**config.mk**
```make
export PLATFORM = sky130hd
export DESIGN_NAME = mpc_mux_sel_seq
export DESIGN_NICKNAME = d
export VERILOG_FILES = /design/src/rtl/mpc_mux_sel_seq.sv
export SDC_FILE = /design/constraint.sdc
export NUM_CORES = 1
export LEC_CHECK = 0
export BUFFER_PORTS_ARGS = -buffer_cell sky130_fd_sc_hd__buf_2
export CAP_MARGIN = 0
export CORE_AREA = 4 4 105 107
export CTS_CLUSTER_SIZE = 10
export DETAILED_ROUTE_END_ITERATION = 10
export DIE_AREA = 0 0 109 111
export GPL_TIMING_DRIVEN = 0
export HOLD_SLACK_MARGIN = 0.02
export PLACE_DENSITY = 0.79
export SYNTH_ARGS = -nofsm -noshare
export SYNTH_HDL_FRONTEND = slang
export SYNTH_SLANG_ARGS = --single-unit
```
**constraint.sdc**
```tcl
create_clock -name ap_clk -period 1.45 [get_ports ap_clk]
set_input_delay 0.435 -clock ap_clk [delete_from_list [all_inputs] [get_ports ap_clk]]
set_output_delay 0.435 -clock ap_clk [all_outputs]
set_load 0.1 [all_outputs]
```
**src/rtl/mpc_mux_sel_seq.sv**
```systemverilog
// Four-entry bank feeding a 4:1 mux plus a select-index sweeper (IDLE/RUN/DONE).
// Optional macro MPC_SEL_SEQ_BANK_LOCK_EN: drop bank writes while busy and pulse wr_err.

module mpc_sel_bank_entry #(
  parameter int DATA_WIDTH = 32
) (
  input  logic                  ap_clk,
  input  logic                  ap_rst_n,
  input  logic                  ld,
  input  logic [DATA_WIDTH-1:0] ld_data,
  output logic [DATA_WIDTH-1:0] q
);
  logic [DATA_WIDTH-1:0] data_q, data_d;

  always_comb begin
    data_d = data_q;
    if (ld) data_d = ld_data;
  end

  always_ff @(posedge ap_clk or negedge ap_rst_n) begin
    if (!ap_rst_n) data_q <= '0;
    else           data_q <= data_d;
  end

  assign q = data_q;
endmodule

module mpc_mux_sel_seq #(
  parameter int DATA_WIDTH = 32,
  parameter int LAST_IDX   = 3
) (
  input  logic                  ap_clk,
  input  logic                  ap_rst_n,
  input  logic                  wr_en,
  input  logic [1:0]            wr_addr,
  input  logic [DATA_WIDTH-1:0] wr_data,
  input  logic                  start,
  output logic [DATA_WIDTH-1:0] din0,
  output logic [DATA_WIDTH-1:0] din1,
  output logic [DATA_WIDTH-1:0] din2,
  output logic [DATA_WIDTH-1:0] din3,
  output logic [1:0]            din4,
  output logic                  sel_vld,
  input  logic                  sel_rdy,
  output logic                  busy,
  output logic                  done,
  output logic                  wr_err
);
  localparam int         NUM_ENTRIES = 4;
  localparam logic [1:0] LAST        = LAST_IDX[1:0];

  typedef enum logic [1:0] {
    IDLE = 2'd0,
    RUN  = 2'd1,
    DONE = 2'd2
  } state_e;

  state_e     state_q, state_d;
  logic [1:0] idx_q, idx_d;
  logic       busy_int;
  logic       wr_ok;

  logic [NUM_ENTRIES-1:0][DATA_WIDTH-1:0] bank;
  logic [NUM_ENTRIES-1:0]                 ld;

  assign busy_int = (state_q != IDLE);

`ifdef MPC_SEL_SEQ_BANK_LOCK_EN
  logic wr_err_q, wr_err_d;

  // Bank is frozen for the whole sweep so the consumer sees a consistent snapshot.
  always_comb begin
    wr_ok    = wr_en & ~busy_int;
    wr_err_d = wr_en & busy_int;
  end

  always_ff @(posedge ap_clk or negedge ap_rst_n) begin
    if (!ap_rst_n) wr_err_q <= 1'b0;
    else           wr_err_q <= wr_err_d;
  end

  assign wr_err = wr_err_q;
`else
  assign wr_ok  = wr_en;
  assign wr_err = 1'b0;
`endif

  always_comb begin
    ld = '0;
    if (wr_ok) ld[wr_addr] = 1'b1;
  end

  // Registered entries: a same-cycle write only shows on din* one cycle later.
  for (genvar e = 0; e < NUM_ENTRIES; e++) begin : g_entry
    mpc_sel_bank_entry #(.DATA_WIDTH(DATA_WIDTH)) u_entry (
      .ap_clk  (ap_clk),
      .ap_rst_n(ap_rst_n),
      .ld      (ld[e]),
      .ld_data (wr_data),
      .q       (bank[e])
    );
  end

  assign din0 = bank[0];
  assign din1 = bank[1];
  assign din2 = bank[2];
  assign din3 = bank[3];

  always_comb begin
    state_d = state_q;
    idx_d   = idx_q;
    sel_vld = 1'b0;
    done    = 1'b0;
    case (state_q)
      IDLE: begin
        if (start) begin
          state_d = RUN;
          idx_d   = 2'd0;
        end
      end
      RUN: begin
        sel_vld = 1'b1;
        if (sel_rdy) begin
          if (idx_q == LAST) begin
            state_d = DONE;
            idx_d   = 2'd0;
          end else begin
            idx_d = idx_q + 2'd1;
          end
        end
      end
      DONE: begin
        done    = 1'b1;
        state_d = IDLE;
        idx_d   = 2'd0;
      end
      default: begin
        state_d = IDLE;
        idx_d   = 2'd0;
      end
    endcase
  end

  always_ff @(posedge ap_clk or negedge ap_rst_n) begin
    if (!ap_rst_n) begin
      state_q <= IDLE;
      idx_q   <= 2'd0;
    end else begin
      state_q <= state_d;
      idx_q   <= idx_d;
    end
  end

  // idx is forced to 0 whenever the FSM leaves RUN, so it can drive din4 directly.
  assign din4 = idx_q;
  assign busy = busy_int;
endmodule

```
==> flow_results.xml, run 1 <==
<?xml version="1.0" encoding="UTF-8"?>
<metrics>
  <group name="run_status">
    <metric name="run_status" unit="">finished, violations left</metric>
    <metric name="failed_checks" unit="">negative setup slack</metric>
  </group>
  <group name="timing">
    <metric name="finalSetupViolCount" unit="">133</metric>
    <metric name="slew_at_the_pin_closest_to_its_max_slew_limit" unit="ns">0.578</metric>
    <metric name="post_layout_min_period" unit="ns">1.88</metric>
    <metric name="fin_skew" unit="ns">0.00712</metric>
    <metric name="finalHoldViolCount" unit="">0</metric>
    <metric name="grt_setup_unrepaired" unit="">true</metric>
    <metric name="fmaxAchievable" unit="GHz">0.532</metric>
    <metric name="slew-limit-headroom" unit="%">61.5</metric>
    <metric name="report.final.slew_viol_count" unit="">0</metric>
    <metric name="setup_ws" unit="ns">-0.428</metric>
    <metric name="share_of_the_cycle_needed_by_the_critical_path_after_routing" unit="%">130</metric>
  </group>
  <group name="die">
    <metric name="floorplan.die_area" unit="mm^2">0.0121</metric>
    <metric name="dieWidth" unit="um">109</metric>
    <metric name="rows" unit="">37</metric>
    <metric name="core_area" unit="mm^2">0.0101</metric>
    <metric name="floorplan.die.height" unit="um">111</metric>
    <metric name="ios" unit="">173</metric>
    <metric name="initial_util" unit="%">49.0</metric>
  </group>
  <group name="setup_path">
    <metric name="cp_slowest_stage_delay" unit="ns">0.46</metric>
    <metric name="arrival_time_at_the_worst_endpoint" unit="ns">1.44</metric>
    <metric name="cpMaxStageDelayCell" unit="">dfrtp_2</metric>
    <metric name="worstPathCellList" unit="">or2_4 &gt; buf_12</metric>
    <metric name="setup.worst_path.class" unit="">register to output pin</metric>
    <metric name="critical_path_peak_fanout" unit="">6</metric>
    <metric name="crit_path_start_kind" unit="">register</metric>
    <metric name="timing.critical_path.to_type" unit="">output pin</metric>
    <metric name="worst_ep_required" unit="ns">1.02</metric>
  </group>
  <group name="detailed_routing">
    <metric name="post_drt_via_cell_ratio" unit="">5.30</metric>
    <metric name="drt_pass1_iterations" unit="">6</metric>
    <metric name="post_route_drc_violation_count" unit="">0</metric>
    <metric name="vias" unit="">3585</metric>
    <metric name="routed_wirelength_normalized_by_instance_count" unit="um">25.2</metric>
    <metric name="drt_wl_total" unit="mm">17.0</metric>
    <metric name="antenna_left" unit="">0</metric>
    <metric name="first_iter_violations" unit="">153</metric>
  </group>
  <group name="clocking">
    <metric name="tritoncts.num_buffers" unit="">17</metric>
    <metric name="master_cell_of_the_clock_root_buffer" unit="">clkbuf_8</metric>
    <metric name="tritoncts" unit="">yes</metric>
    <metric name="clock_tree.buffer_depth" unit="">2</metric>
    <metric name="clk-insertion-delay-late" unit="ns">0.53</metric>
    <metric name="clkSinkCount" unit="">132</metric>
    <metric name="worst_setup_hold_path_clk_slew" unit="ns">0.06</metric>
    <metric name="h_tree_levels" unit="">4</metric>
  </group>
  <group name="grt">
    <metric name="groute.usage.overall" unit="%">26.3</metric>
    <metric name="grt_max_degree" unit="">73</metric>
    <metric name="global_route.overflow_total" unit="">0</metric>
    <metric name="first_global_vias" unit="">3914</metric>
    <metric name="grt_first_pass_wirelength" unit="mm">23.3</metric>
    <metric name="initial_antenna_violation_count" unit="">0</metric>
  </group>
  <group name="power">
    <metric name="total_power" unit="uW">20200</metric>
    <metric name="power_per_cell_area" unit="mW/mm^2">2250</metric>
    <metric name="vdd.ir_drop.worst" unit="V">0.00201</metric>
    <metric name="leak" unit="uW">0.00409</metric>
  </group>
  <group name="placement">
    <metric name="instance_area_at_placement" unit="mm^2">0.00605</metric>
    <metric name="placed_cells_incl_taps" unit="">601</metric>
    <metric name="place.gp.congestion" unit="">0.751</metric>
    <metric name="portBuffers" unit="">171</metric>
    <metric name="dpl.hpwl" unit="mm">8.12</metric>
  </group>
  <group name="finish">
    <metric name="drive_gt1_share" unit="%">74.1</metric>
    <metric name="area_growth" unit="%">80.5</metric>
    <metric name="diodes" unit="">0</metric>
    <metric name="num-nets-final" unit="">568</metric>
    <metric name="final_area" unit="mm^2">0.00897</metric>
    <metric name="final_std_cells_w_o_fill" unit="">677</metric>
  </group>
  <group name="min_path">
    <metric name="worst_hold_path_type" unit="">primary input to register</metric>
  </group>
  <group name="yosys">
    <metric name="synthAdderAreaFrac" unit="%">0.252</metric>
    <metric name="combinational_family_with_the_most_area_after_synthesis" unit="">multiplexers</metric>
    <metric name="average_footprint_of_a_synthesized_cell" unit="um^2">17.0</metric>
    <metric name="synth_xor_area_share" unit="%">0</metric>
    <metric name="yosysSeqAreaShare" unit="%">66.5</metric>
    <metric name="yosys_cell_types" unit="">21</metric>
    <metric name="synth.ff_latch_count" unit="">132</metric>
    <metric name="synth_warnings" unit="">0</metric>
    <metric name="synthesis.instances" unit="">293</metric>
    <metric name="syn_nets" unit="">333</metric>
    <metric name="synth_compound_area_share" unit="%">0.403</metric>
    <metric name="mappedNetlistArea" unit="mm^2">0.00497</metric>
    <metric name="synth.mux.area_fraction" unit="%">29.2</metric>
    <metric name="post_synth_simple_gate_area" unit="%">1.96</metric>
  </group>
  <group name="job">
    <metric name="cap_violations" unit="">0</metric>
  </group>
</metrics>
final timing paths:
| kind | to | cells past startpoint | slack, ns | from |
|---|---|---|---|---|
| max in group asynchronous | din4[0] | 3 | 0.19 | ap_rst_n |
| worst max-delay path | busy | 2 | -0.43 | state_q[0] |
| worst min-delay path | state_q[0] | 2 | 0.15 | sel_rdy |
| worst min register to register | g_entry[3].u_entry.q[17] | 1 | 0.55 | g_entry[3].u_entry.q[17] |
| worst max register to register | din4[0] | 4 | 0.21 | din4[0] |
| min in group asynchronous | g_entry[0].u_entry.q[13] | 2 | 0.48 | ap_rst_n |
final cells by class:
cell class / count / area, um^2
fill: 383 / 1170
clock inverter: 14 / 178
clock buffer: 18 / 428
tap: 136 / 170
buffer: 13 / 75.1
multi-input combinational: 147 / 1600
timing repair buffer: 217 / 3200
sequential: 132 / 3310
registers in the layout, indices dropped and copies added (netlist names):
name and cells:
state_q 2, g_entry.u_entry.q 128, din4 2
synth_stat cells:
master / instances / area [um^2]
nor3b_2: 1 / 12.5
nand3_1: 1 / 5.00
nand4bb_1: 1 / 11.3
mux2_2: 128 / 1440
dfrtp_1: 132 / 3300
buf_2: 9 / 45.0
nand2b_1: 2 / 12.5
nor2b_1: 2 / 12.5
ha_1: 1 / 12.5
conb_1: 1 / 3.75
nand4b_1: 1 / 8.76
or2_2: 1 / 6.26
buf_4: 4 / 30.0
o22ai_1: 1 / 6.26
nand3b_1: 2 / 15.0
clkbuf_1: 1 / 3.75
o21ai_0: 1 / 5.00
nor2_1: 1 / 3.75
a311oi_1: 1 / 8.76
and4b_1: 1 / 10.0
mux2_1: 1 / 11.3
per-layer routing:
metal,GRT usage (%),routed length (um),up-vias
met5,0,0,-
met4,12.8,751,0
met3,6.76,903,55
met2,47.3,9760,164
met1,28.0,5620,1856
li1,-,-,1510
power breakdown:
group / total, uW / switching [uW] / internal (uW)
registers: 5330 / 903 / 4420
clock network: 4420 / 1730 / 2690
logic: 10500 / 6660 / 3790
through the flow:
step                setup slack (ns)  hold WS, ns  setup TNS, ns  util [%]
global placement               -1.92        0.465        -244.94      59.3
floorplan                    -0.0258        0.139        -0.0262         -
detailed placement            -0.297        0.445         -24.07      59.6
CTS                           -0.433        0.137         -15.97      84.4
global route                  -0.467        0.153         -20.21      88.5
finish                        -0.428        0.154         -15.92      88.5
placed cells by master, fill, tap and decap left out, types with 2 or more instances in the layout:
| cell | Yosys | final |
|---|---|---|
| clkbuf_16 | 0 | 16 |
| nand2b_1 | 2 | 2 |
| clkbuf_8 | 0 | 2 |
| mux2_2 | 128 | 128 |
| clkinvlp_4 | 0 | 4 |
| buf_2 | 9 | 46 |
| clkinv_4 | 0 | 3 |
| bufinv_16 | 0 | 3 |
| buf_8 | 0 | 5 |
| buf_12 | 0 | 128 |
| nor2b_4 | 0 | 2 |
| dfrtp_1 | 132 | 124 |
| nand3b_1 | 2 | 2 |
| inv_6 | 0 | 3 |
| buf_4 | 4 | 48 |
| dfrtp_2 | 0 | 8 |
critical path: cells and delay by family, from the launching register on:
family | cells | cell delay [ns]
buf+inv | 1 | 0.17
flops | 1 | 0.46
simple gates | 1 | 0.28
logic make-up after synthesis:
| group | after synthesis |
|---|---|
| muxes | 129 |
| DFF | 132 |
| adders and majority gates | 1 |
| and+or+nand+nor | 13 |
| buffers and inverters | 14 |
| other | 1 |
| AOI/OAI and AO/OA | 3 |
what timing repair did:
action | in CTS | in global routing
hold buffers | 1 | 0
endpoints found under the hold margin | 60 | 0
setup buffers | 16 | 28
gates resized for setup | 490 | 44
setup endpoints to repair | 133 | 133
pin swaps | 0 | 1
No activity file was read; power rests on OpenSTA's default activity.
==> run 2, diff against run 1 <==
--- a/config.mk
+++ b/config.mk
@@ -7,13 +7,14 @@
 export LEC_CHECK = 0
 export BUFFER_PORTS_ARGS = -buffer_cell sky130_fd_sc_hd__buf_2
 export CAP_MARGIN = 0
-export CORE_AREA = 4 4 105 107
+export CORE_AREA = 4 4 112 114
 export CTS_CLUSTER_SIZE = 10
 export DETAILED_ROUTE_END_ITERATION = 10
-export DIE_AREA = 0 0 109 111
+export DIE_AREA = 0 0 116 118
 export GPL_TIMING_DRIVEN = 0
 export HOLD_SLACK_MARGIN = 0.02
-export PLACE_DENSITY = 0.79
+export PLACE_DENSITY = 0.77
 export SYNTH_ARGS = -nofsm -noshare
 export SYNTH_HDL_FRONTEND = slang
+export SYNTH_HIERARCHICAL = 1
 export SYNTH_SLANG_ARGS = --single-unit
==> run 2 against run 1 <==
Net effect:
- the flow still finishes with violations (negative setup slack)
- fmax increased by 10%
- synthesized cell count grew 1.7%
- clock power decreased by 2%
- cell count increased by 11%
- largest cell class is now buffers
- global-route usage down 1.7 points
- core utilization up 0.24 points
- clock-buffer cell count up 5
- final area grew 13%
- critical path type unchanged
- combinational power grew 9.5%
- total power increased by 5.1%
- flip-flop and latch count unchanged
- sequential power is essentially flat
==> flow_results.xml, run 2 <==
<?xml version="1.0" encoding="UTF-8"?>
<metrics>
  <group name="detailed_routing">
    <metric name="vias" unit="">3873</metric>
    <metric name="antenna_left" unit="">0</metric>
    <metric name="drt_wl_total" unit="mm">18.9</metric>
    <metric name="post_route_drc_violation_count" unit="">0</metric>
    <metric name="drt_pass1_iterations" unit="">4</metric>
    <metric name="first_iter_violations" unit="">235</metric>
    <metric name="post_drt_via_cell_ratio" unit="">5.16</metric>
    <metric name="routed_wirelength_normalized_by_instance_count" unit="um">25.2</metric>
  </group>
  <group name="timing">
    <metric name="share_of_the_cycle_needed_by_the_critical_path_after_routing" unit="%">118</metric>
    <metric name="finalSetupViolCount" unit="">51</metric>
    <metric name="fin_hold_ws" unit="ns">0.305</metric>
    <metric name="fin_skew" unit="ns">0.000263</metric>
    <metric name="post_layout_min_period" unit="ns">1.71</metric>
    <metric name="finalHoldViolCount" unit="">0</metric>
    <metric name="slew_at_the_pin_closest_to_its_max_slew_limit" unit="ns">0.525</metric>
    <metric name="fmaxAchievable" unit="GHz">0.586</metric>
    <metric name="slew-limit-headroom" unit="%">65.0</metric>
    <metric name="grt_setup_unrepaired" unit="">true</metric>
    <metric name="setup_ws" unit="ns">-0.256</metric>
    <metric name="report.final.slew_viol_count" unit="">0</metric>
  </group>
  <group name="yosys">
    <metric name="yosysSeqAreaShare" unit="%">58.4</metric>
    <metric name="synth.ff_latch_count" unit="">132</metric>
    <metric name="synth_largest_type_area_fraction" unit="%">58.4</metric>
    <metric name="synth.top_cells.by_area" unit="">dfrtp_1, mux2_4, buf_12</metric>
    <metric name="average_footprint_of_a_synthesized_cell" unit="um^2">19.0</metric>
    <metric name="syn_nets" unit="">338</metric>
    <metric name="yosys_cell_types" unit="">23</metric>
    <metric name="synth_warnings" unit="">6</metric>
    <metric name="cell_type_with_the_largest_total_area_after_synthesis" unit="">dfrtp_1</metric>
    <metric name="synthesis.instances" unit="">298</metric>
    <metric name="synth_common_cells" unit="">dfrtp_1, mux2_4, buf_12, mux2_2, buf_6</metric>
    <metric name="synth_edf_count" unit="">0</metric>
    <metric name="ys_async_sr_fraction" unit="%">100</metric>
    <metric name="dominantRegCellSynth" unit="">dfrtp_1</metric>
    <metric name="mappedNetlistArea" unit="mm^2">0.00566</metric>
    <metric name="yosysMostFrequentCell" unit="">dfrtp_1</metric>
  </group>
  <group name="die">
    <metric name="floorplan.die.height" unit="um">118</metric>
    <metric name="rows" unit="">39</metric>
    <metric name="floorplan.die_area" unit="mm^2">0.0137</metric>
    <metric name="initial_util" unit="%">49.6</metric>
    <metric name="ios" unit="">173</metric>
    <metric name="core_area" unit="mm^2">0.0114</metric>
    <metric name="dieWidth" unit="um">116</metric>
  </group>
  <group name="clocking">
    <metric name="master_cell_of_the_clock_root_buffer" unit="">clkbuf_16</metric>
    <metric name="clk-insertion-delay-late" unit="ns">0.41</metric>
    <metric name="worst_setup_hold_path_clk_slew" unit="ns">0.06</metric>
    <metric name="clock_tree.buffer_depth" unit="">2</metric>
    <metric name="clkSinkCount" unit="">132</metric>
    <metric name="h_tree_levels" unit="">4</metric>
    <metric name="tritoncts" unit="">yes</metric>
    <metric name="tritoncts.num_buffers" unit="">17</metric>
  </group>
  <group name="min_path">
    <metric name="worst_hold_path_type" unit="">primary input to register</metric>
  </group>
  <group name="run_status">
    <metric name="failed_checks" unit="">negative setup slack</metric>
    <metric name="run_status" unit="">finished, violations left</metric>
  </group>
  <group name="finish">
    <metric name="num-nets-final" unit="">635</metric>
    <metric name="area_growth" unit="%">79.0</metric>
    <metric name="final_std_cells_w_o_fill" unit="">751</metric>
    <metric name="mostFrequentLayoutCells" unit="">buf_12, dfrtp_1, mux2_4, buf_4, buf_2</metric>
    <metric name="largest_register_ffs" unit="">128</metric>
    <metric name="diodes" unit="">0</metric>
    <metric name="drive_gt1_share" unit="%">76.8</metric>
    <metric name="layout_commonest_cell" unit="">buf_12</metric>
  </group>
  <group name="power">
    <metric name="internal-power" unit="uW">11800</metric>
    <metric name="p_sw_share" unit="%">44.6</metric>
    <metric name="power_per_cell_area" unit="mW/mm^2">2090</metric>
    <metric name="leak" unit="uW">0.00487</metric>
    <metric name="vdd.ir_drop.worst" unit="V">0.00183</metric>
    <metric name="total_power" unit="uW">21200</metric>
    <metric name="p_clk_share" unit="%">20.4</metric>
    <metric name="comb_power_share" unit="%">54.3</metric>
    <metric name="switchingPower" unit="uW">9470</metric>
    <metric name="share_seq_of_total_power" unit="%">25.2</metric>
  </group>
  <group name="grt">
    <metric name="first_global_vias" unit="">4176</metric>
    <metric name="initial_antenna_violation_count" unit="">0</metric>
    <metric name="groute.usage.overall" unit="%">24.6</metric>
    <metric name="global_route.overflow_total" unit="">0</metric>
    <metric name="grt_max_degree" unit="">71</metric>
    <metric name="grt_first_pass_wirelength" unit="mm">25.0</metric>
  </group>
  <group name="setup_path">
    <metric name="arrival_time_at_the_worst_endpoint" unit="ns">1.27</metric>
    <metric name="setup.worst_path.class" unit="">register to output pin</metric>
    <metric name="timing.critical_path.to_type" unit="">output pin</metric>
    <metric name="crit_path_start_kind" unit="">register</metric>
    <metric name="critical_path_peak_fanout" unit="">4</metric>
    <metric name="worst_ep_required" unit="ns">1.02</metric>
  </group>
  <group name="placement">
    <metric name="place.gp.congestion" unit="">0.722</metric>
    <metric name="dpl_worst_slack" unit="ns">-0.138</metric>
    <metric name="dpl.hpwl" unit="mm">8.15</metric>
    <metric name="portBuffers" unit="">171</metric>
    <metric name="placed_cells_incl_taps" unit="">613</metric>
  </group>
  <group name="job">
    <metric name="cap_violations" unit="">0</metric>
  </group>
</metrics>
## run 2: cell types whose count changed after synthesis, moves of 2 or more
cell,before,now
buf_12,0,12
buf_2,9,0
buf_4,4,1
buf_6,0,5
mux2_2,128,8
mux2_4,0,121
nand3b_1,2,0
## run 2: critical path, cell delays in order, from the launching register on
cell,delay (ns)
dfrtp_2,0.43
or2_4,0.26
buf_12,0.17
## run 2: power by group through the flow
stage | registers, uW | logic [uW] | clock network, uW
after global routing | 5420 | 11800 | 4580
after detailed placement | 4890 | 8050 | 0
final | 5350 | 11500 | 4340
after global placement | 4870 | 7980 | 0
after CTS | 5220 | 10700 | 4290
after floorplan | 10000 | 1640 | 0
## run 2: cells by family after synthesis
group           count (synthesis)  share of synthesized area [%]
simple gates                   14                           1.75
fa+ha+maj                       1                          0.221
mux                           129                           33.7
buf+inv                        18                           5.37
flops                         132                           58.4
compound gates                  3                          0.531
other cells                     1                         0.0663
## run 2: worst paths after layout
kind | from | endpoint | slack (ns) | cells after the start
worst max-delay path | state_q[1] | busy | -0.26 | 2
worst min-delay path | sel_rdy | state_q[0] | 0.30 | 2
worst max register to register | din4[0] | din4[0] | 0.10 | 5
worst min register to register | g_entry[0].u_entry/q[31] | g_entry[0].u_entry/q[31] | 0.57 | 1
max in group asynchronous | ap_rst_n | g_entry[3].u_entry/q[15] | 0.12 | 3
min in group asynchronous | ap_rst_n | g_entry[0].u_entry/q[29] | 0.59 | 2
## run 2: timing repair
item / in CTS / in global routing
endpoints found under the hold margin: 17 / 0
hold buffers: 1 / 0
endpoints found under the setup margin: 133 / 151
buffers inserted: 45 / 61
resized for setup: 503 / 36
pin swaps: 0 / 1
## run 2: routing by layer
layer / vias up / wire length (um) / global-route usage, %
met3: 33 / 1050 / 7.56
met5: - / 0 / 0
met2: 155 / 10300 / 41.5
li1: 1642 / - / -
met1: 2043 / 6950 / 28.4
met4: 0 / 572 / 11.0
## run 2: per-stage QoR
stage | utilization (%) | TNS, ns | area, um^2
2_1_floorplan | - | 0 | 5670
5_1_grt | 88.7 | -5.15 | 10100
4_1_cts | 83.5 | -1.23 | 9530
3_5_place_dp | 59.0 | -6.20 | 6740
6_report | 88.7 | -1.31 | 10100
3_3_place_gp | 58.7 | -222.56 | 6700
## run 2: area by class of cell
cell class,instances,area (um^2)
repair buffers,279,3690
flip-flops and latches,132,3310
multi-input cells,148,2060
fillers,418,1290
clock buffers,23,488
plain buffers,17,293
well taps,143,179
clock inverters,9,101
